==> src/rtl/ps2_scan_decoder_pkg.sv <==
`default_nettype none
// ============================================================================
// ps2_pkg -- shared types, scan-code constants and helpers for the PS/2
//            scan-code decoder.                               Rev 1.0
// ============================================================================
package ps2_pkg;

  typedef enum logic [2:0] {
    ST_IDLE = 3'd0,
    ST_E0   = 3'd1,
    ST_F0   = 3'd2,
    ST_E0F0 = 3'd3,
    ST_SKIP = 3'd4
  } dec_state_e;

  localparam logic [7:0] SC_EXT    = 8'hE0;
  localparam logic [7:0] SC_PAUSE  = 8'hE1;
  localparam logic [7:0] SC_BRK    = 8'hF0;
  localparam logic [7:0] SC_LSHIFT = 8'h12;
  localparam logic [7:0] SC_RSHIFT = 8'h59;
  localparam logic [7:0] SC_CTRL   = 8'h14;
  localparam logic [7:0] SC_ALT    = 8'h11;
  localparam logic [7:0] SC_CAPS   = 8'h58;

  // Keyboard status / error bytes that never carry key information.
  localparam logic [7:0] SC_ERR0   = 8'h00;
  localparam logic [7:0] SC_BAT    = 8'hAA;
  localparam logic [7:0] SC_ACK    = 8'hFA;
  localparam logic [7:0] SC_RESEND = 8'hFE;
  localparam logic [7:0] SC_ERR1   = 8'hFF;

  // Bytes following E1 in the Pause make sequence.
  localparam logic [2:0] PAUSE_TAIL = 3'd7;

  typedef struct packed {
    logic [3:0] mods;
    logic       brk;
    logic       ext;
    logic [7:0] code;
  } kbd_event_t;

  typedef struct packed {
    logic caps;
    logic lalt;
    logic ralt;
    logic lctrl;
    logic rctrl;
    logic lshift;
    logic rshift;
  } mod_state_t;

  function automatic logic is_discard(input logic [7:0] b);
    return (b == SC_ERR0) || (b == SC_BAT) || (b == SC_ACK) ||
           (b == SC_RESEND) || (b == SC_ERR1);
  endfunction

  function automatic logic [3:0] pack_mods(input mod_state_t m);
    return {m.caps, m.lalt | m.ralt, m.lctrl | m.rctrl, m.lshift | m.rshift};
  endfunction

endpackage
`default_nettype wire

==> src/rtl/kbd_event_fifo.sv <==
`default_nettype none
// ============================================================================
// kbd_event_fifo -- synchronous FIFO of decoded keyboard events.
//                                                             Rev 1.0
// ============================================================================
module kbd_event_fifo
  import ps2_pkg::*;
#(
  parameter int EV_DEPTH = 8
) (
  input  logic       clk,
  input  logic       rst,
  input  logic       push,
  input  kbd_event_t push_data,
  input  logic       pop,
  output kbd_event_t head,
  output logic       full,
  output logic       empty
);

  localparam int             PTR_W    = (EV_DEPTH > 1) ? $clog2(EV_DEPTH) : 1;
  localparam logic [PTR_W:0] CNT_FULL = (PTR_W + 1)'(EV_DEPTH);

  kbd_event_t       mem_q [EV_DEPTH];
  logic [PTR_W-1:0] wr_ptr_q, wr_ptr_d;
  logic [PTR_W-1:0] rd_ptr_q, rd_ptr_d;
  logic [PTR_W:0]   count_q, count_d;
  logic             do_push;
  logic             do_pop;

  assign full    = (count_q == CNT_FULL);
  assign empty   = (count_q == '0);
  assign do_push = push & ~full;
  assign do_pop  = pop & ~empty;
  assign head    = mem_q[rd_ptr_q];

  // Depth is a power of two, so pointers wrap by natural overflow.
  always_comb begin
    wr_ptr_d = wr_ptr_q;
    rd_ptr_d = rd_ptr_q;
    count_d  = count_q;
    if (do_push) wr_ptr_d = wr_ptr_q + PTR_W'(1);
    if (do_pop)  rd_ptr_d = rd_ptr_q + PTR_W'(1);
    case ({do_push, do_pop})
      2'b10:   count_d = count_q + (PTR_W + 1)'(1);
      2'b01:   count_d = count_q - (PTR_W + 1)'(1);
      default: count_d = count_q;
    endcase
  end

  always_ff @(posedge clk or negedge rst) begin
    if (!rst) begin
      wr_ptr_q <= '0;
      rd_ptr_q <= '0;
      count_q  <= '0;
    end else begin
      wr_ptr_q <= wr_ptr_d;
      rd_ptr_q <= rd_ptr_d;
      count_q  <= count_d;
    end
  end

  always_ff @(posedge clk) begin
    if (do_push) mem_q[wr_ptr_q] <= push_data;
  end

endmodule
`default_nettype wire

==> src/rtl/ps2_scan_decoder.sv <==
`default_nettype none
// ============================================================================
// ps2_scan_decoder -- turns PS/2 set-2 scan bytes into make/break events with
//                     modifier state, buffered in an event FIFO.  Rev 1.0
// ============================================================================
module ps2_scan_decoder
  import ps2_pkg::*;
#(
  parameter int EV_DEPTH = 8
) (
  input  logic       clk,
  input  logic       rst,
  input  logic [7:0] sc_data,
  input  logic       sc_valid,
  input  logic       sc_overflow,
  output logic       sc_pop,
  output logic       ev_valid,
  output logic [7:0] ev_code,
  output logic       ev_ext,
  output logic       ev_brk,
  output logic [3:0] ev_mods,
  input  logic       ev_pop,
  output logic       ovf,
  input  logic       ovf_clr
);

  dec_state_e state_q, state_d;
  logic [2:0] skip_q, skip_d;
  mod_state_t mods_q, mods_d;
  logic       ovf_q, ovf_d;

  logic       ev_full;
  logic       ev_empty;
  logic       take;
  logic       is_prefix;
  logic       emit;
  logic       emit_ext;
  logic       emit_brk;
  kbd_event_t ev_new;
  kbd_event_t ev_head;

  assign sc_pop    = sc_valid & ~ev_full & rst;
  // A byte popped during an overflow pulse is thrown away undecoded.
  assign take      = sc_pop & ~sc_overflow & ~is_discard(sc_data);
  assign is_prefix = (sc_data == SC_EXT) | (sc_data == SC_PAUSE) | (sc_data == SC_BRK);

  always_ff @(posedge clk or negedge rst) begin
    if (!rst) begin
      state_q <= ST_IDLE;
      skip_q  <= '0;
    end else begin
      state_q <= state_d;
      skip_q  <= skip_d;
    end
  end

  always_comb begin
    state_d = state_q;
    skip_d  = skip_q;
    if (sc_overflow || (sc_pop && is_discard(sc_data))) begin
      state_d = ST_IDLE;
      skip_d  = '0;
    end else if (take) begin
      if (state_q == ST_SKIP) begin
        skip_d = skip_q - 3'd1;
        if (skip_q <= 3'd1) begin
          state_d = ST_IDLE;
          skip_d  = '0;
        end
      end else if (sc_data == SC_EXT) begin
        state_d = ST_E0;
      end else if (sc_data == SC_PAUSE) begin
        state_d = ST_SKIP;
        skip_d  = PAUSE_TAIL;
      end else if (sc_data == SC_BRK) begin
        state_d = ((state_q == ST_E0) || (state_q == ST_E0F0)) ? ST_E0F0 : ST_F0;
      end else begin
        state_d = ST_IDLE;
      end
    end
  end

  always_comb begin
    emit_ext = (state_q == ST_E0) || (state_q == ST_E0F0);
    emit_brk = (state_q == ST_F0) || (state_q == ST_E0F0);
    // Extended 12/59 are the synthetic shifts around navigation keys.
    emit     = take && !is_prefix && (state_q != ST_SKIP) &&
               !(emit_ext && ((sc_data == SC_LSHIFT) || (sc_data == SC_RSHIFT)));

    mods_d = mods_q;
    if (emit) begin
      if (!emit_ext) begin
        case (sc_data)
          SC_LSHIFT: mods_d.lshift = !emit_brk;
          SC_RSHIFT: mods_d.rshift = !emit_brk;
          SC_CTRL:   mods_d.lctrl  = !emit_brk;
          SC_ALT:    mods_d.lalt   = !emit_brk;
          SC_CAPS:   if (!emit_brk) mods_d.caps = !mods_q.caps;
          default:   mods_d = mods_q;
        endcase
      end else begin
        case (sc_data)
          SC_CTRL: mods_d.rctrl = !emit_brk;
          SC_ALT:  mods_d.ralt  = !emit_brk;
          default: mods_d = mods_q;
        endcase
      end
    end

    ev_new.mods = pack_mods(mods_d);
    ev_new.brk  = emit_brk;
    ev_new.ext  = emit_ext;
    ev_new.code = sc_data;

    if (sc_overflow)  ovf_d = 1'b1;
    else if (ovf_clr) ovf_d = 1'b0;
    else              ovf_d = ovf_q;
  end

  always_ff @(posedge clk or negedge rst) begin
    if (!rst) begin
      mods_q <= '0;
      ovf_q  <= 1'b0;
    end else begin
      mods_q <= mods_d;
      ovf_q  <= ovf_d;
    end
  end

  kbd_event_fifo #(
    .EV_DEPTH (EV_DEPTH)
  ) u_event_fifo (
    .clk       (clk),
    .rst       (rst),
    .push      (emit),
    .push_data (ev_new),
    .pop       (ev_pop),
    .head      (ev_head),
    .full      (ev_full),
    .empty     (ev_empty)
  );

  assign ev_valid = ~ev_empty;
  assign ev_code  = ev_valid ? ev_head.code : 8'h00;
  assign ev_ext   = ev_valid & ev_head.ext;
  assign ev_brk   = ev_valid & ev_head.brk;
  assign ev_mods  = ev_valid ? ev_head.mods : 4'h0;
  assign ovf      = ovf_q;

endmodule
`default_nettype wire

==> config.mk <==
export PLATFORM = sky130hd
export DESIGN_NAME = ps2_scan_decoder
export DESIGN_NICKNAME = d
export VERILOG_FILES = /design/src/rtl/ps2_scan_decoder_pkg.sv /design/src/rtl/kbd_event_fifo.sv /design/src/rtl/ps2_scan_decoder.sv
export SDC_FILE = /design/constraint.sdc
export NUM_CORES = 1
export LEC_CHECK = 0
export CORE_MARGIN = 4
export CORE_UTILIZATION = 35
export CTS_BUF_LIST = sky130_fd_sc_hd__clkbuf_2
export DETAILED_ROUTE_END_ITERATION = 10
export SLEW_MARGIN = 40
export SYNTH_ARGS = -nofsm -noshare
export SYNTH_HDL_FRONTEND = slang
export SYNTH_SLANG_ARGS = --single-unit
==> constraint.sdc <==
create_clock -name clk -period 3.8 [get_ports clk]
set_input_delay 0.57 -clock clk [delete_from_list [all_inputs] [get_ports clk]]
set_output_delay 0.57 -clock clk [all_outputs]
set_load 0.02 [all_outputs]
==> metrics.csv, run 1 <==
stage,metric,value,unit
outcome,outcome,finished clean,
setup_path,worst r2r src,u_event_fifo.count_q[1],
power_and_ir_drop,Clock power frac,0.186,
drt,initial DRC count,277,
timing,Final setup viols,0,
synth,Synth cell types,57,
global_route,grt total ovfl,0,
synth,Post-synth top flop,edfxtp_1,
synth,Mapped Area,5910,um2
setup_path,CP Launch Point,u_event_fifo.rd_ptr_q[0],
clock_network,CTS Buf Count,17,
layout,share of cells above drive strength 1,0.242,
setup_path,CP Max Fanout,16,
drt,via count,3401,
clock_network,H-tree lvl count,4,
layout,FF/Latch Area,3970,um2
floorplan,effective utilization at floorplan,0.356,
layout,# nets final,442,
synth,ys async rst share,0.176,
setup_path,WP data arrival,2.86,ns
clock_network,CTS root buf,clkbuf_2,
floorplan,row count,47,
timing,Max Freq,291,MHz
layout,fin util,0.414,
timing,final period utilization,0.903,
power_and_ir_drop,Gate power share,0.343,
timing,Relative slew margins,0.517,
timing,RSZ-0062 raised after global routing,no,
placed_design,post-place setup slack,0.0911,ns
drt,vias per cell,5.19,
hold_path,worst hold-check path type,input port to asynchronous set/reset pin,
floorplan,die width,138,um
drt,Avg WL per Cell,18.9,um
synth,simple-gate portion of the synthesized area,0.101,
floorplan,Ports,31,
synth,number of flops mapped to enable cells by yosys,112,
power_and_ir_drop,PD cells,585,nW/um2
placed_design,I/O Buffers,30,
synth,Synth Area in XOR/XNOR,0.0148,
layout,FILL cells,1519,
global_route,total track usage,0.142,
clock_network,clk slew on worst S/H paths,0.19,ns
power_and_ir_drop,P_sw,1.34,mW
floorplan,die footprint,19000,um2
synth,Mapped Cells,359,
global_route,largest net degree at the start of global routing,29,
drt,post-route ant nets,0,
synth,most frequent cell after synthesis,edfxtp_1,
power_and_ir_drop,Leak Pwr,2.45,nW
power_and_ir_drop,VDD IR max,0.286,mV
synth,Syn. warnings,0,
clock_network,clk sinks,136,
power_and_ir_drop,sequential power share,0.471,
setup_path,Worst setup SP type,flip-flop,
global_route,vias in the first global route,3587,
global_route,first-pass GRT wire length,20000,um
drt,# DRC,0,
floorplan,core area,16600,um2
timing,Pins Over Slew Limit,0,
floorplan,die height,138,um
drt,Pre-antenna DRT Iters,4,
synth,Synth area leaders,"edfxtp_1, mux4_2, dfrtp_1",
timing,"Min Clock Period, post-route",3.43,ns
layout,footprint of the multi-input gates,1870,um2
synth,"Avg Cell Area, Syn",16.5,um2
synth,largest family of logic cells by synthesized area,multiplexers,
synth,syn_nets,380,
power_and_ir_drop,switch share,0.333,
timing,Final Hold Slack,0.319,ns
setup_path,CP Class,flip-flop to primary output,
placed_design,post-DP HPWL,7940,um
clock_network,Skew-Pair Late Insertion Delay,0.68,ns
power_and_ir_drop,Internal,2.68,mW
synth,most instantiated cells after synthesis,"edfxtp_1, nor2_1, mux4_2",
timing,final hold vios,0,
synth,Synth Register Bits,136,
synth,Synth Area in Adders,0.0148,
synth,top-area cell type share of the netlist area,0.569,
setup_path,required time worst endpoint,3.23,ns
clock_network,clock buffer depth,2,
timing,Slew @ Worst Pin,0.725,ns
drt,Final Routed Wirelength,12400,um
synth,mux cell area share after synthesis,0.144,
synth,post-synthesis sequential area ratio,0.671,
setup_path,Setup crit end kind,primary output,
timing,slack of the critical path,0.369,ns
timing,clock skew,0.0258,ns
global_route,initial antenna violation count,1,
clock_network,CTS tree,done,
flow_run,# Max-Cap Violations,0,
timing,final setup TNS,0,ns
layout,layout overhead on the synthesized area,16.3,%
clock_network,Setup Buffers After CTS,0,
placed_design,gpl congestion,0.878,
synth,Synth area leader,edfxtp_1,
synth,post-synthesis compound-gate area fraction,0.0373,
## final timing paths
check,to,slack (ns),cells past startpoint
min reg2reg,ovf,0.53,1
max in group asynchronous,u_event_fifo.rd_ptr_q[0],3.19,2
min in group clk,ovf,0.47,3
min,mods_q[2],0.32,2
max,ev_brk,0.37,5
max reg2reg,u_event_fifo.count_q[2],0.88,13
## state kept, by name (all words and copies together), names as in the netlist
register	flops
ovf	1
mods_q	7
skip_q	3
u_event_fifo.rd_ptr_q	3
state_q	3
u_event_fifo.wr_ptr_q	3
u_event_fifo.mem_q	112
u_event_fifo.count_q	4
## metal layers
metal / GRT usage / vias to the layer above / part of all wire
li1: - / 1554 / -
met1: 0.188 / 1752 / 0.46
met2: 0.231 / 77 / 0.48
met3: 0.0330 / 18 / 0.038
met4: 0.0467 / 0 / 0.016
met5: 0 / - / 0
## through the flow
| stage | area (um2) | instances | total power [mW] |
|---|---|---|---|
| 3_3_place_gp | 6660 | 622 | 3.30 |
| 5_1_grt | 6870 | 655 | 4.26 |
| 2_1_floorplan | 5910 | 359 | 2.77 |
| 4_1_cts | 6860 | 654 | 4.08 |
| 6_report | 6870 | 655 | 4.02 |
| 3_5_place_dp | 6660 | 622 | 3.33 |
## power by group through the flow
stage	logic, mW	clock network (mW)	registers [mW]
after detailed placement	1.41	0	1.92
after global routing	1.50	0.846	1.91
after global placement	1.39	0	1.91
after floorplan	0.972	0	1.80
final	1.38	0.749	1.89
after CTS	1.41	0.776	1.89
## worst max-delay path, cell delays in order, from the launching register on
cell,delay [ns]
dfrtp_4,0.69
buf_4,0.25
mux4_2,0.50
mux2i_1,0.14
nor2_1,0.08
clkdlybuf4s50_1,0.55
## kinds of logic (layout without fill, tap and decap cells)
family / after synthesis / count (layout)
DFF: 136 / 136
buffers and inverters: 25 / 100
adders and majority gates: 7 / 7
muxes: 49 / 49
xor gates and xnor gates: 10 / 10
and+or+nand+nor: 99 / 99
other: 0 / 1
AOI/OAI and AO/OA: 33 / 33
## area by class of cell
class	count	share of cell area
Clock buffer	18	0.0131
Multi-Input combinational cell	198	0.272
Clock inverter	14	0.0155
Sequential cell	136	0.578
Antenna cell	1	0.000364
Timing Repair Buffer	58	0.0761
Tap cell	220	0.0401
Inverter	10	0.00546
## what timing repair did
item / CTS / global route
endpoints found under the hold margin: 0 / 0
resized for setup: 0 / 1
hold buffers: 0 / 0
setup endpoints to repair: 0 / 2
## cell usage in the layout (no fill, tap or decap), types with 4 or more instances in the layout
cell / count
nor4_1: 6
mux2_2: 4
nand2b_1: 7
a21oi_1: 8
o31ai_1: 4
clkinv_1: 5
dfrtp_1: 23
clkdlybuf4s50_1: 30
nand4_1: 6
o21ai_0: 8
edfxtp_1: 112
mux4_2: 28
ha_1: 7
nor3_2: 5
nand3_1: 8
nand2_1: 8
nand3b_1: 4
inv_1: 9
mux2i_1: 14
xor2_1: 7
clkbuf_2: 18
buf_4: 27
nor2_1: 29
No activity file was read; power rests on OpenSTA's default activity.
==> run 2, diff against run 1 <==
==> constraint.sdc (replaced) <==
create_clock -name clk -period 4.1 [get_ports clk]
set_input_delay 0.615 -clock clk [delete_from_list [all_inputs] [get_ports clk]]
set_output_delay 0.615 -clock clk [all_outputs]
set_load 0.02 [all_outputs]
==> run 2 against run 1 <==
Hold slack gained 0.068 ns. Worst setup slack gained 0.11 ns. Global-route usage shrank 0.085 points. Critical path type unchanged. Critical endpoint is now ev_code[5]. Largest power group unchanged.
==> metrics.csv, run 2 (same netlist as run 1, synthesis figures left out) <==
stage,metric,value,unit
outcome,outcome,finished clean,
drt,Final Routed Wirelength,12200,um
clock_network,clk slew on worst S/H paths,0.19,ns
drt,via count,3364,
clock_network,CTS Buf Count,17,
power_and_ir_drop,Overall Power,3.76,mW
layout,layout overhead on the synthesized area,16.3,%
clock_network,CTS root buf,clkbuf_2,
setup_path,CP Class,flip-flop to primary output,
drt,initial DRC count,257,
setup_path,worst-path cell with the longest stage delay,dfrtp_2,
timing,final setup TNS,0,ns
timing,RSZ-0062 raised after global routing,no,
setup_path,required time worst endpoint,3.48,ns
power_and_ir_drop,Leak Pwr,2.44,nW
clock_network,clock buffer depth,2,
global_route,vias in the first global route,3526,
drt,# DRC,0,
setup_path,CP top delay family,buffers and inverters,
timing,Slew @ Worst Pin,0.744,ns
placed_design,post-DP HPWL,7990,um
layout,"commonest non-fill, non-tap cell in the layout",edfxtp_1,
floorplan,die width,138,um
placed_design,I/O Buffers,30,
clock_network,CTS tree,done,
setup_path,Worst R2R Path Depth,13,
setup_path,worst r2r src,u_event_fifo.count_q[0],
layout,largest registers,"u_event_fifo.mem_q x112, mods_q x7, u_event_fifo.count_q x4",
floorplan,effective utilization at floorplan,0.356,
setup_path,R2R Setup Slk,1.13,ns
global_route,global route hottest layer,met2,
global_route,initial antenna violation count,1,
layout,# nets final,440,
timing,clock skew,0.0216,ns
placed_design,post-place setup slack,0.325,ns
global_route,grt total ovfl,0,
clock_network,Setup Buffers After CTS,0,
setup_path,r2r endpoint,u_event_fifo.count_q[2],
global_route,largest net degree at the start of global routing,25,
floorplan,die footprint,19000,um2
setup_path,WP data arrival,3.01,ns
clock_network,Skew-Pair Late Insertion Delay,0.65,ns
setup_path,Worst setup SP type,flip-flop,
timing,final hold vios,0,
drt,post-route ant nets,0,
setup_path,critical-path cell list,buf_4 > mux4_2 > mux2i_1 > nor2_1 > clkdlybuf4s50_1,
floorplan,core area,16600,um2
drt,vias per cell,5.14,
layout,max reg flops,112,
clock_network,CTS resizes,0,
global_route,met2 Use GR,0.237,
floorplan,die height,138,um
hold_path,worst hold-check path type,input port to asynchronous set/reset pin,
power_and_ir_drop,VDD IR max,0.294,mV
timing,slack of the critical path,0.477,ns
timing,Pins Over Slew Limit,0,
timing,"Min Clock Period, post-route",3.62,ns
layout,most frequent cells in the layout,"edfxtp_1, clkdlybuf4s50_1, nor2_1",
drt,Avg WL per Cell,18.6,um
clock_network,CTS Hold Bufs,0,
timing,Max Freq,276,MHz
setup_path,Setup crit end kind,primary output,
global_route,first-pass GRT wire length,19400,um
clock_network,clk sinks,136,
clock_network,H-tree lvl count,4,
timing,final period utilization,0.884,
placed_design,gpl congestion,0.873,
setup_path,CP Max Fanout,13,
global_route,met1 Usage GRT,0.175,
power_and_ir_drop,PD cells,547,nW/um2
timing,Relative slew margins,0.503,
global_route,GR Util met3,0.0396,
setup_path,CP Buf/Inv Count,2,
layout,share of cells above drive strength 1,0.245,
floorplan,row count,47,
layout,most flop-heavy register,u_event_fifo.mem_q,
floorplan,Ports,31,
placed_design,dpl cells,620,
layout,fin util,0.414,
layout,Post-Layout Cell Count,654,
drt,Pre-antenna DRT Iters,5,
timing,Final setup viols,0,
flow_run,# Max-Cap Violations,0,
setup_path,crit-path max cell delay,0.67,ns
global_route,total track usage,0.141,
[run 2: cell types whose count changed in the layout (fill, tap and decap cells not counted), moves of 2 or more]
cell	delta
clkbuf_2	+2
clkinv_1	-3
clkinv_4	+2
dfrtp_2	+2
inv_6	-2
[run 2: report_power, final]
part / internal, mW / switching [mW]
Sequential: 1.59 / 0.186
Combinational: 0.667 / 0.567
Clock: 0.285 / 0.466
[run 2: worst max path at each step]
stage,slack [ns],startpoint,end,cells after the start
detailed placement,0.33,sc_data[5],u_event_fifo.count_q[2],13
global route,0.12,u_event_fifo.rd_ptr_q[0],ev_mods[0],5
CTS,0.33,u_event_fifo.rd_ptr_q[0],ev_mods[3],5
finish,0.48,u_event_fifo.rd_ptr_q[0],ev_code[5],5
floorplan,1.12,sc_data[6],u_event_fifo.mem_q[1][0],5
global placement,0.37,sc_data[5],u_event_fifo.count_q[2],13
[run 2: final cells by class]
cell class,count,area [um2]
fill,1511,9710
clock buffer,20,100
antenna,2,5.00
tap,220,275
clock inverter,12,128
timing repair buffer,56,495
sequential,136,3970
multi-input combinational,198,1860
inverter,10,37.5
[run 2: per-layer routing]
layer,vias to the layer above,part of all wire
met5,-,0
met4,0,0.018
met3,22,0.055
met2,95,0.50
met1,1698,0.43
li1,1549,-
[run 2: metrics by stage]
| step | instance area, um2 | hold WS, ns |
|---|---|---|
| after floorplan | 5910 | 0.319 |
| after global placement | 6640 | 0.472 |
| after detailed placement | 6640 | 0.481 |
| after CTS | 6860 | 0.338 |
| after global routing | 6870 | 0.284 |
| final | 6870 | 0.388 |
==> edit 1: new RTL, flow settings as in run 1 <==
Re-encode `dec_state_e` (5 states) as Gray code, 3 bits wide.
--- a/src/rtl/ps2_scan_decoder_pkg.sv
+++ b/src/rtl/ps2_scan_decoder_pkg.sv
@@ -8,7 +8,7 @@
   typedef enum logic [2:0] {
-    ST_IDLE = 3'd0,
-    ST_E0   = 3'd1,
-    ST_F0   = 3'd2,
-    ST_E0F0 = 3'd3,
-    ST_SKIP = 3'd4
+    ST_IDLE = 3'b000,
+    ST_E0   = 3'b001,
+    ST_F0   = 3'b011,
+    ST_E0F0 = 3'b010,
+    ST_SKIP = 3'b110
   } dec_state_e;
Function: no difference found for any inputs over 4 cycles, from zero or initial values and one cycle with rst low; so few cycles prove little.
==> edit 1 against run 1 <==
Worst setup slack got worse by 0.027 ns. Design area increased by 0.55%. Routed wire length decreased by 0.18%. Via count increased by 0.38%. First-iteration DRC count decreased by 15%. Total power increased by 3.4%. Synthesized area decreased by 0.42%. Sequential cell count unchanged. Largest power group unchanged.
==> edit 1: results (changes against run 1) <==
| Metric | Value |
|---|---|
| Adder-Cell Fraction of Synth Area | 1.489% (was 1.483%) |
| Worst-margin pin slew | 0.8186 ns (was 0.7249 ns) |
| Tot GR Track Use | 14.27% (was 14.17%) |
| Xor and xnor area share after synthesis | 1.787% (was 1.483%) |
| Crit path from | u_event_fifo.count_q[0] (was u_event_fifo.rd_ptr_q[0]) |
| CP Data Arrival Time | 2.89 ns (was 2.86 ns) |
| Distinct cells, synth | 49 (was 57) |
| RePlAce Congestion | 0.9461 (was 0.8784) |
| Outcome | finished, final reports clean (unchanged) |
| First-pass GRT wire length | 19870 um (was 19960 um) |
| Maximum VDD drop | 0.0004078 V (was 0.0002859 V) |
| CP peak stage delay | 0.77 ns (was 0.69 ns) |
| Ant. Diodes | 0 (was 1) |
| Synthesized net count | 374 (was 380) |
| Clk_skew | 0.03476 ns (was 0.02578 ns) |
| Mux cell area share after synthesis | 15.17% (was 14.45%) |
| Post-Synthesis Cells | 353 (was 359) |
| Post-synth EDFFs | 112 (unchanged) |
| Fin worst setup slack | 0.3414 ns (was 0.3688 ns) |
| Placed inst area | 0.006668 mm2 (was 0.006663 mm2) |
| DR vias | 3414 (was 3401) |
| Post-CTS resize count | 0 (unchanged) |
| Ratio of cells with drive above 1 in the final layout | 25.93% (was 24.19%) |
| Worst Path Max Fanout | 13 (was 16) |
| R2R setup slack | 0.86 ns (was 0.88 ns) |
| LEAKAGE | 2.424 nW (was 2.448 nW) |
| Placed Cells incl. Taps | 616 (was 622) |
| NumNets Final | 436 (was 442) |
| Post-DP HPWL | 8121 um (was 7943 um) |
| R2R depth | 9 (was 13) |
| Place WS | 0.3015 ns (was 0.09114 ns) |
| Top cells by area, synth | edfxtp_1 (57%), mux4_2 (11%), dfrtp_1 (10%) (unchanged) |
| Post-synthesis sequential area ratio | 67.39% (was 67.10%) |
| Critical path's slowest cell | nor4_2 (was dfrtp_4) |
| Largest net degree at the start of global routing | 25 (was 29) |
| Hold slack | 0.2940 ns (was 0.3194 ns) |
| Initial antenna violation count | 0 (was 1) |
| Worst R2R End | u_event_fifo.count_q[2] (unchanged) |
| Post-Route WL | 12390 um (was 12410 um) |
| Iter 0 DRT Violations | 236 (was 277) |
| Top post-synthesis cells by count | edfxtp_1 (112), mux4_2 (28), dfrtp_1 (24) (was edfxtp_1 (112), nor2_1 (29), mux4_2 (28)) |
| Number of global-route vias before repair | 3551 (was 3587) |
| Reg clk slew, reported paths | 0.21 ns (was 0.19 ns) |
| Routed wire length per instance | 19.11 um (was 18.94 um) |
| Synth Area in Compound Gates | 4.382% (was 3.728%) |
[edit 1: cell types whose count changed after synthesis, sizes merged, moves of 3 or more]
cell    delta
a32o       +3
a41oi      +3
buf        +6
clkbuf     -5
nand2      +3
nand3      -5
nor2       -7
nor4       +5
o21ai      -4
xnor2      +3
[edit 1: how the worst max path moves through the flow]
stage / end / depth (start not counted)
floorplan: u_event_fifo.mem_q[4][0] / 8
global placement: u_event_fifo.count_q[2] / 12
detailed placement: u_event_fifo.count_q[2] / 12
CTS: ev_code[5] / 5
global route: ev_code[5] / 4
finish: ev_code[7] / 4
[edit 1: worst register-to-register path: cells and delay by family, from the launching register on]
family / cells / cell delay [ns]
AND/OR/NAND/NOR: 3 / 1.17
adder cells (fa/ha/maj): 2 / 0.58
flip-flops: 1 / 0.50
AO/OA/AOI/OAI: 1 / 0.15
XOR/XNOR: 3 / 0.46
[edit 1: kinds of logic (layout without fill, tap and decap cells)]
family          count (synthesis)  after routing
fa+ha+maj                       7              7
xor+xnor                       12             12
mux                            53             53
buf+inv                        28            103
flops                         136            136
simple gates                   83             83
compound gates                 34             34
[edit 1: final cells by class]
cell class,instances,area (um2)
inverters,12,45.04
multi-input cells,189,1852
clock inverters,13,141.4
fillers,1498,9618
repair buffers,59,530.5
flip-flops and latches,136,3968
well taps,220,275.3
clock buffers,19,95.09
[edit 1: where the power goes]
group          switching, mW  internal (mW)  leakage (nW)  total (mW)
registers              0.184           1.72          1.35        1.90
logic                  0.655          0.741         0.927        1.40
clock network          0.543          0.315         0.149       0.858
[edit 1: metal layers]
metal | vias up | GRT usage [%] | share of wire, %
met4 | 0 | 4.435 | 1.3
met5 | - | 0 | 0
met1 | 1763 | 19.49 | 46
li1 | 1535 | - | -
met3 | 17 | 3.616 | 4.6
met2 | 99 | 22.51 | 49
==> edit 2: new RTL, config.mk and constraints of run 1 <==
Made on the original files. `EV_DEPTH` is set to 8 in 2 places; all go to 16.
--- a/src/rtl/kbd_event_fifo.sv
+++ b/src/rtl/kbd_event_fifo.sv
@@ -8,3 +8,3 @@
 #(
-  parameter int EV_DEPTH = 8
+  parameter int EV_DEPTH = 16
 ) (
--- a/src/rtl/ps2_scan_decoder.sv
+++ b/src/rtl/ps2_scan_decoder.sv
@@ -8,3 +8,3 @@
 #(
-  parameter int EV_DEPTH = 8
+  parameter int EV_DEPTH = 16
 ) (
Behaviour: no difference found for any inputs over 4 cycles, from zero or initial values and one cycle with rst low; that may be too few to reach the edited logic, so the function may still have changed.
==> edit 2 against run 1 <==
Sequential cell count increased by 115. Routed wire length rose by 98%. Total power rose by 86%. Sequential share of layout area increased by 3.3 points. Design area up 77%. Count of clock-buffer cells in the layout up 75. Maximum frequency down 5.4%. Worst setup slack worse by 0.19 ns. Synthesized area up 76%. Highest routed layer unchanged.
==> edit 2: results (changes against run 1) <==
| Metric | Value |
|---|---|
| Outcome | finished, final reports clean (unchanged) |
| Top cells by area, synth | edfxtp_1 (65%), mux4_2 (15%), dfrtp_1 (6.5%) (was edfxtp_1 (57%), mux4_2 (11%), dfrtp_1 (10%)) |
| Clk_lat worst skew | 0.78 ns (was 0.68 ns) |
| Largest registers | u_event_fifo.mem_q: 224 flops, mods_q: 7 flops, u_event_fifo.count_q: 5 flops (was u_event_fifo.mem_q: 112 flops, mods_q: 7 flops, u_event_fifo.count_q: 4 flops) |
| Post-CTS setup repair buffer count | 5 (was 0) |
| Die span in x | 180.5 um (was 137.9 um) |
| Synthesized net count | 568 (was 380) |
| GRT met1 Usage | 19.54% (was 18.80%) |
| Clk_skew | 0.06121 ns (was 0.02578 ns) |
| Via density | 5.261 (was 5.192) |
| M1 WL | 10360 um (was 5737 um) |
| Distinct cells, synth | 52 (was 57) |
| H-tree depth | 3 (was 4) |
| CP Data Arrival Time | 3.06 ns (was 2.86 ns) |
| RePlAce Congestion | 0.8903 (was 0.8784) |
| Worst-margin pin slew | 0.8032 ns (was 0.7249 ns) |
| Placed inst area | 0.01146 mm2 (was 0.006663 mm2) |
| Final clock-cell share | 4.908% (was 2.860%) |
| Largest net degree at the start of global routing | 57 (was 29) |
| Post-Route WL | 24530 um (was 12410 um) |
| Cts bufs inserted | 67 (was 17) |
| Xor and xnor area share after synthesis | 1.178% (was 1.483%) |
| Max Root-Sink Buffers | 3 (was 2) |
| Hold slack | 0.2036 ns (was 0.3194 ns) |
| LEAKAGE | 4.280 nW (was 2.448 nW) |
| CP peak stage delay | 0.52 ns (was 0.69 ns) |
| Worst Path Max Fanout | 8 (was 16) |
| Maximum VDD drop | 0.0002728 V (was 0.0002859 V) |
| Ys async rst share | 10.76% (was 17.65%) |
| NumNets Final | 694 (was 442) |
| Placed Cells incl. Taps | 975 (was 622) |
| Reg clk slew, reported paths | 0.10 ns (was 0.19 ns) |
| Met2 WL | 12260 um (was 6001 um) |
| Layout area overhead | 16.58% (was 16.29%) |
| Area of the multi-input gates | 0.002875 mm2 (was 0.001867 mm2) |
| Adder-Cell Fraction of Synth Area | 1.202% (was 1.483%) |
| Reg area | 0.007407 mm2 (was 0.003968 mm2) |
| Iter 0 DRT Violations | 438 (was 277) |
| Post-synth EDFFs | 224 (was 112) |
| Nonclk buf count | 80 (was 58) |
| Top post-synthesis cells by count | edfxtp_1 (224), mux4_2 (70), dfrtp_1 (27) (was edfxtp_1 (112), nor2_1 (29), mux4_2 (28)) |
| Synth Area in Compound Gates | 2.452% (was 3.728%) |
| Filler cell count | 2636 (was 1519) |
| DR pass1 iterations | 5 (was 4) |
| Mux cell area share after synthesis | 16.10% (was 14.45%) |
-- edit 2: cell types whose count changed after synthesis, sizes merged, moves of 5 or more --
cell    delta
edfxtp   +112
mux4      +42
nor2b     +20
and3      +13
nor2      -13
mux2i     -12
nand2      +8
buf        +5
inv        +5
nor4       -5
-- edit 2: worst paths after layout --
kind                       depth (start not counted)                        to                      from
min in group clk                                   2                       ovf                   ovf_clr
max in group asynchronous                          2  u_event_fifo.rd_ptr_q[0]                       rst
min reg2reg                                        1  u_event_fifo.rd_ptr_q[2]  u_event_fifo.rd_ptr_q[2]
min                                                2                 mods_q[6]                       rst
max                                                6                ev_code[0]  u_event_fifo.rd_ptr_q[0]
max reg2reg                                       13   u_event_fifo.count_q[4]                state_q[1]
-- edit 2: power by group through the flow --
stage	registers (mW)	logic (mW)	clock network (mW)
after floorplan	3.25	1.61	0
after detailed placement	3.41	2.28	0
after global placement	3.40	2.25	0
after CTS	3.28	2.32	1.92
after global routing	3.30	2.51	2.07
final	3.28	2.34	1.85
